$ cat src/rtl/iob_regfile_resp_pkg.sv
// Shared types and constants for the IOb register-file responder.
// The FSM state type is used only when IOB_REGFILE_RESP_WAIT_EN is defined.
package iob_regfile_resp_pkg;

    typedef enum logic {
        IDLE = 1'b0,
        WAIT = 1'b1
    } state_t;

    localparam int DATA_W_C  = 32;
    localparam int NBYTES    = DATA_W_C / 8;
    localparam int REG_IDX_W = 3;

    function automatic int idx_w(input int n);
        return (n > 1) ? $clog2(n) : 1;
    endfunction

endpackage

$ cat src/rtl/iob_regfile_resp_waitgen.sv
// Wait-state generator: holds off acceptance for wait_i cycles per request.
// Compiled only with IOB_REGFILE_RESP_WAIT_EN defined.
`ifdef IOB_REGFILE_RESP_WAIT_EN
module iob_regfile_resp_waitgen
    import iob_regfile_resp_pkg::*;
#(
    parameter int WAIT_W = 4
) (
    input  logic              clk_i,
    input  logic              rst_n_i,
    input  logic              cke_i,
    input  logic              valid_i,
    input  logic [WAIT_W-1:0] wait_i,
    output logic              ready_o
);

    state_t            r_state;
    logic [WAIT_W-1:0] r_cnt;
    logic              w_idle_go;
    logic              w_wait_go;

    assign w_idle_go = (r_state == IDLE) && (wait_i == '0);
    assign w_wait_go = (r_state == WAIT) && (r_cnt == '0);
    assign ready_o   = rst_n_i & cke_i & valid_i & (w_idle_go | w_wait_go);

    always_ff @(posedge clk_i) begin
        if (!rst_n_i) begin
            r_state <= IDLE;
            r_cnt   <= '0;
        end else if (cke_i) begin
            unique case (r_state)
                IDLE: begin
                    if (valid_i && (wait_i != '0)) begin
                        r_cnt   <= wait_i - 1'b1;
                        r_state <= WAIT;
                    end
                end
                WAIT: begin
                    // A dropped request abandons the wait without side effects
                    if (!valid_i || (r_cnt == '0)) begin
                        r_state <= IDLE;
                    end else begin
                        r_cnt <= r_cnt - 1'b1;
                    end
                end
                default: r_state <= IDLE;
            endcase
        end
    end

endmodule
`endif

$ cat src/rtl/iob_regfile_responder.sv
// IOb-native register-file responder with byte-strobe writes and registered reads.
// Optional wait states are enabled by defining IOB_REGFILE_RESP_WAIT_EN.
module iob_regfile_responder
    import iob_regfile_resp_pkg::*;
#(
    parameter int DATA_W = 32,
    parameter int ADDR_W = 6,
`ifdef IOB_REGFILE_RESP_WAIT_EN
    parameter int WAIT_W = 4,
`endif
    parameter int N_REGS = 8
) (
    input  logic                     clk_i,
    input  logic                     rst_n_i,
    input  logic                     cke_i,
    input  logic                     iob_valid_i,
    input  logic [ADDR_W-3:0]        iob_addr_i,
    input  logic [DATA_W-1:0]        iob_wdata_i,
    input  logic [DATA_W/8-1:0]      iob_wstrb_i,
    output logic                     iob_ready_o,
    output logic                     iob_rvalid_o,
    output logic [DATA_W-1:0]        iob_rdata_o,
`ifdef IOB_REGFILE_RESP_WAIT_EN
    input  logic [WAIT_W-1:0]        wait_i,
`endif
    output logic [N_REGS*DATA_W-1:0] regs_o
);

    localparam int AW = ADDR_W - 2;

    logic [DATA_W-1:0] r_regs [N_REGS];
    logic [DATA_W-1:0] r_rdata;
    logic              r_rvalid;
    logic [DATA_W-1:0] w_rdsel;
    logic              w_wr;
    logic              w_rd;

`ifdef IOB_REGFILE_RESP_WAIT_EN
    iob_regfile_resp_waitgen #(
        .WAIT_W (WAIT_W)
    ) u_waitgen (
        .clk_i   (clk_i),
        .rst_n_i (rst_n_i),
        .cke_i   (cke_i),
        .valid_i (iob_valid_i),
        .wait_i  (wait_i),
        .ready_o (iob_ready_o)
    );
`else
    assign iob_ready_o = iob_valid_i & cke_i & rst_n_i;
`endif

    assign w_wr = iob_ready_o & (|iob_wstrb_i);
    assign w_rd = iob_ready_o & ~(|iob_wstrb_i);

    // Addresses beyond N_REGS match no entry: writes drop, reads give zero
    always_comb begin
        w_rdsel = '0;
        for (int k = 0; k < N_REGS; k++) begin
            if (iob_addr_i == AW'(k)) begin
                w_rdsel = r_regs[k];
            end
        end
    end

    always_ff @(posedge clk_i) begin
        if (!rst_n_i) begin
            for (int k = 0; k < N_REGS; k++) begin
                r_regs[k] <= '0;
            end
            r_rdata  <= '0;
            r_rvalid <= 1'b0;
        end else if (cke_i) begin
            r_rvalid <= w_rd;
            if (w_rd) begin
                r_rdata <= w_rdsel;
            end
            for (int k = 0; k < N_REGS; k++) begin
                for (int b = 0; b < NBYTES; b++) begin
                    if (w_wr && (iob_addr_i == AW'(k)) && iob_wstrb_i[b]) begin
                        r_regs[k][8*b +: 8] <= iob_wdata_i[8*b +: 8];
                    end
                end
            end
        end
    end

    assign iob_rvalid_o = r_rvalid;
    assign iob_rdata_o  = r_rdata;

    for (genvar k = 0; k < N_REGS; k++) begin : g_flat
        assign regs_o[DATA_W*k +: DATA_W] = r_regs[k];
    end

endmodule
$ cat config.mk
export PLATFORM = sky130hd
export DESIGN_NAME = iob_regfile_responder
export DESIGN_NICKNAME = d
export VERILOG_FILES = /design/src/rtl/iob_regfile_resp_pkg.sv /design/src/rtl/iob_regfile_resp_waitgen.sv /design/src/rtl/iob_regfile_responder.sv
export SDC_FILE = /design/constraint.sdc
export NUM_CORES = 1
export LEC_CHECK = 0
export BUFFER_PORTS_ARGS = -buffer_cell sky130_fd_sc_hd__buf_2
export CORE_ASPECT_RATIO = 0.6
export CORE_UTILIZATION = 25
export DETAILED_ROUTE_END_ITERATION = 8
export SETUP_SLACK_MARGIN = 0.3
export SLEW_MARGIN = 0
export SYNTH_ARGS = -nofsm -noshare
export SYNTH_HDL_FRONTEND = slang
export SYNTH_SLANG_ARGS = --single-unit
$ cat constraint.sdc
create_clock -name clk_i -period 2.1 [get_ports clk_i]
set_input_delay 0.42 -clock clk_i [delete_from_list [all_inputs] [get_ports clk_i]]
set_output_delay 0.42 -clock clk_i [all_outputs]
set_load 0.02 [all_outputs]
==> impl_metrics.ini <==
[outcome]
status = finished, final reports clean

[synth]
yosysWarnings = 0
synth_area_um2 = 12500
synth_ff_type = edfxtp_1
synth_common_cells = 256 x edfxtp_1, 204 x nor2_1, 121 x nand2_1, 74 x o21ai_0, 58 x inv_1
synth-seq-area-share_pct = 66.77
yosys.area.top_type = edfxtp_1
synthArstFlopShare_pct = 0
syn_area_per_cell_um2 = 11.44
synthesis.nets = 1137
yosysUniqueCellTypes = 46
synth_top_area_share_pct = 61.49
synthCells = 1093
synth_edf_count = 256
synth-seq-cells = 289
synth.area.top_cells = edfxtp_1 61%, nor2_1 6.1%, dfxtp_1 5.3%
post-synth-top-count-cell = edfxtp_1

[routing]
antenna_left = 0
first_pass_iters = 6
wl_mm = 51.56
wl_per_cell_um = 23.21
initialDrtViolationCount = 1229
drcViolationCount = 0
via_per_inst = 4.808
vias = 10680

[final_layout]
seq_area_um2 = 8348
area.growth.synth_to_final_pct = 38.22
multiInputGateArea_um2 = 3862
final_cell_area_um2 = 17280
drive_above_1_share_pct = 36.84
num-fill-cells = 4998
finalNonFillerCells = 2221
fin_util_pct = 35.02
nets = 1587

[sta]
rsz0062_at_grt = no
clock_skew_ns = 0.01800
fmax_ghz = 0.5677
slew_headroom_pct = 59.78
setup_viol = 0
worst_slew_pin_slew_ns = 0.6018
period_share_pct = 83.89
hold_viol = 0
fin_setup_tns_ns = 0
slew_viol_final = 0
period_needed_ns = 1.762

[floorplanning]
die-height_um = 175.2
die_w_um = 290.7
ios = 334
start_util_pct = 25.34
rows = 63
dieArea_um2 = 50940
placeableCoreArea_um2 = 49340

[grt]
antenna_found_initial = 3
grt_max_degree = 98
grt_pass1_wl_mm = 72.35
grt-ovfl-total = 0
first_global_vias = 10210
grt_usage_pct = 19.65

[clock_tree]
cts_setup_buffers = 0
clock_path_buffers = 3
clk_latency_ns = 0.53
root_buffer = clkbuf_16
cts_tree = done
cts_inserted_buffers = 34
htreeDepth = 2
clock-sinks = 289
clk_pin_slew_worst_paths_ns = 0.06

[placed_design]
dp.cells = 2157
numPortBuffers = 333
dp.final_hpwl_mm = 40.78
gp_congestion = 0.9462
placed_cell_area_um2 = 16150

[power]
p_int_mw = 10.66
finalPower_mw = 14.47
seqPwrFrac_pct = 46.9
power_frac_clock_pct = 40.5
p_leak_nw = 6.915
pwr-share-comb_pct = 12.6
power_density_nw_per_um2 = 837.3
peakVddDrop_v = 0.0003860
switching_share_pct = 26.34
switchingPower_mw = 3.811

[worst_setup_path]
end_kind = output port
critPathArrivalTime_ns = 1.34
cp.required_ns = 1.68
cp-start-kind = input port
cp_max_fo = 13
critPathKind = in2out

[hold_path]
hp-class = in2reg

[job]
cap_viol_max_count = 0
## cells in the final DEF, fill, tap and decap left out, types with 4 or more instances in the layout
cell type and n:
a211oi_1 26, dfxtp_1 33, edfxtp_1 256, clkbuf_1 10
o21ai_0 73, clkbuf_16 37, nor3_1 30, nand3_2 7
clkinv_2 4, buf_12 13, nand2_4 7, inv_1 58
or3_1 26, nand2_2 21, a22o_1 29, nand2_1 94
clkinv_1 5, mux2i_1 30, a21oi_1 11, nand3_1 16
buf_2 331, nor2_1 201, nand2b_1 31, o21ai_1 5
a221oi_1 24, buf_4 132
## worst max-delay path, cell delays in order
cell and delay (ns):
buf_4 0.11, nand3_1 0.18, inv_2 0.17, buf_6 0.23, buf_2 0.21
## kinds of logic after synthesis
family                 Yosys count  synth area share (%)
muxes                           33                 2.662
AOI/OAI and AO/OA              189                 10.22
and+or+nand+nor                459                 16.26
buffers and inverters          123                 4.083
DFF                            289                 66.77
## path summary, 6_finish.rpt
check | startpoint | to | slack (ns) | cells past startpoint
min reg2reg | iob_rdata_o[4]$_SDFFE_PN0P_ | iob_rdata_o[4]$_SDFFE_PN0P_ | 0.48 | 2
max reg2reg | r_regs[0][40]$_SDFFCE_PN0P_ | iob_rdata_o[8]$_SDFFE_PN0P_ | 0.41 | 5
max | rst_n_i | iob_ready_o | 0.34 | 5
min | cke_i | iob_rvalid_o$_SDFFE_PN0P_ | 0.22 | 3
## flip-flops by register name, indices dropped and copies added (netlist names)
signal,count
iob_rdata_o,32
iob_rvalid_o,1
r_regs,256
## layout make-up
class	instances	share of cell area, %
Multi-Input combinational cell	681	22.35
Tap cell	650	4.706
Sequential cell	289	48.31
Clock buffer	48	5.655
Clock inverter	14	0.7096
Antenna cell	2	0.02896
Inverter	59	1.282
Timing Repair Buffer	478	16.96
## routing by layer
metal / GRT usage, % / wire length [um]
met5: 0 / 10
met1: 28.13 / 23310
met2: 28.90 / 22340
met3: 5.838 / 4898
met4: 4.630 / 1001
## power groups by stage
stage | logic [mW] | registers (mW) | clock network [mW]
floorplan | 0.518 | 7.23 | 0
global placement | 1.80 | 6.90 | 0
detailed placement | 1.81 | 6.91 | 0
CTS | 1.82 | 6.79 | 5.92
global route | 1.93 | 6.81 | 6.17
finish | 1.83 | 6.79 | 5.86
## through the flow
stage	setup WS, ns	hold WS, ns
after floorplan	0.1991	0.5475
after global placement	-0.2370	0.4715
after detailed placement	-0.2376	0.4645
after CTS	0.3044	0.2007
after global routing	0.3101	0.2390
final	0.3384	0.2241
## repair_timing
| action | 4_1_cts | 5_1_grt |
|---|---|---|
| hold buffers | 0 | 0 |
| resized for setup | 1 | 6 |
| endpoints found under the setup margin | 1 | 6 |
No activity file was read; power rests on OpenSTA's default activity.
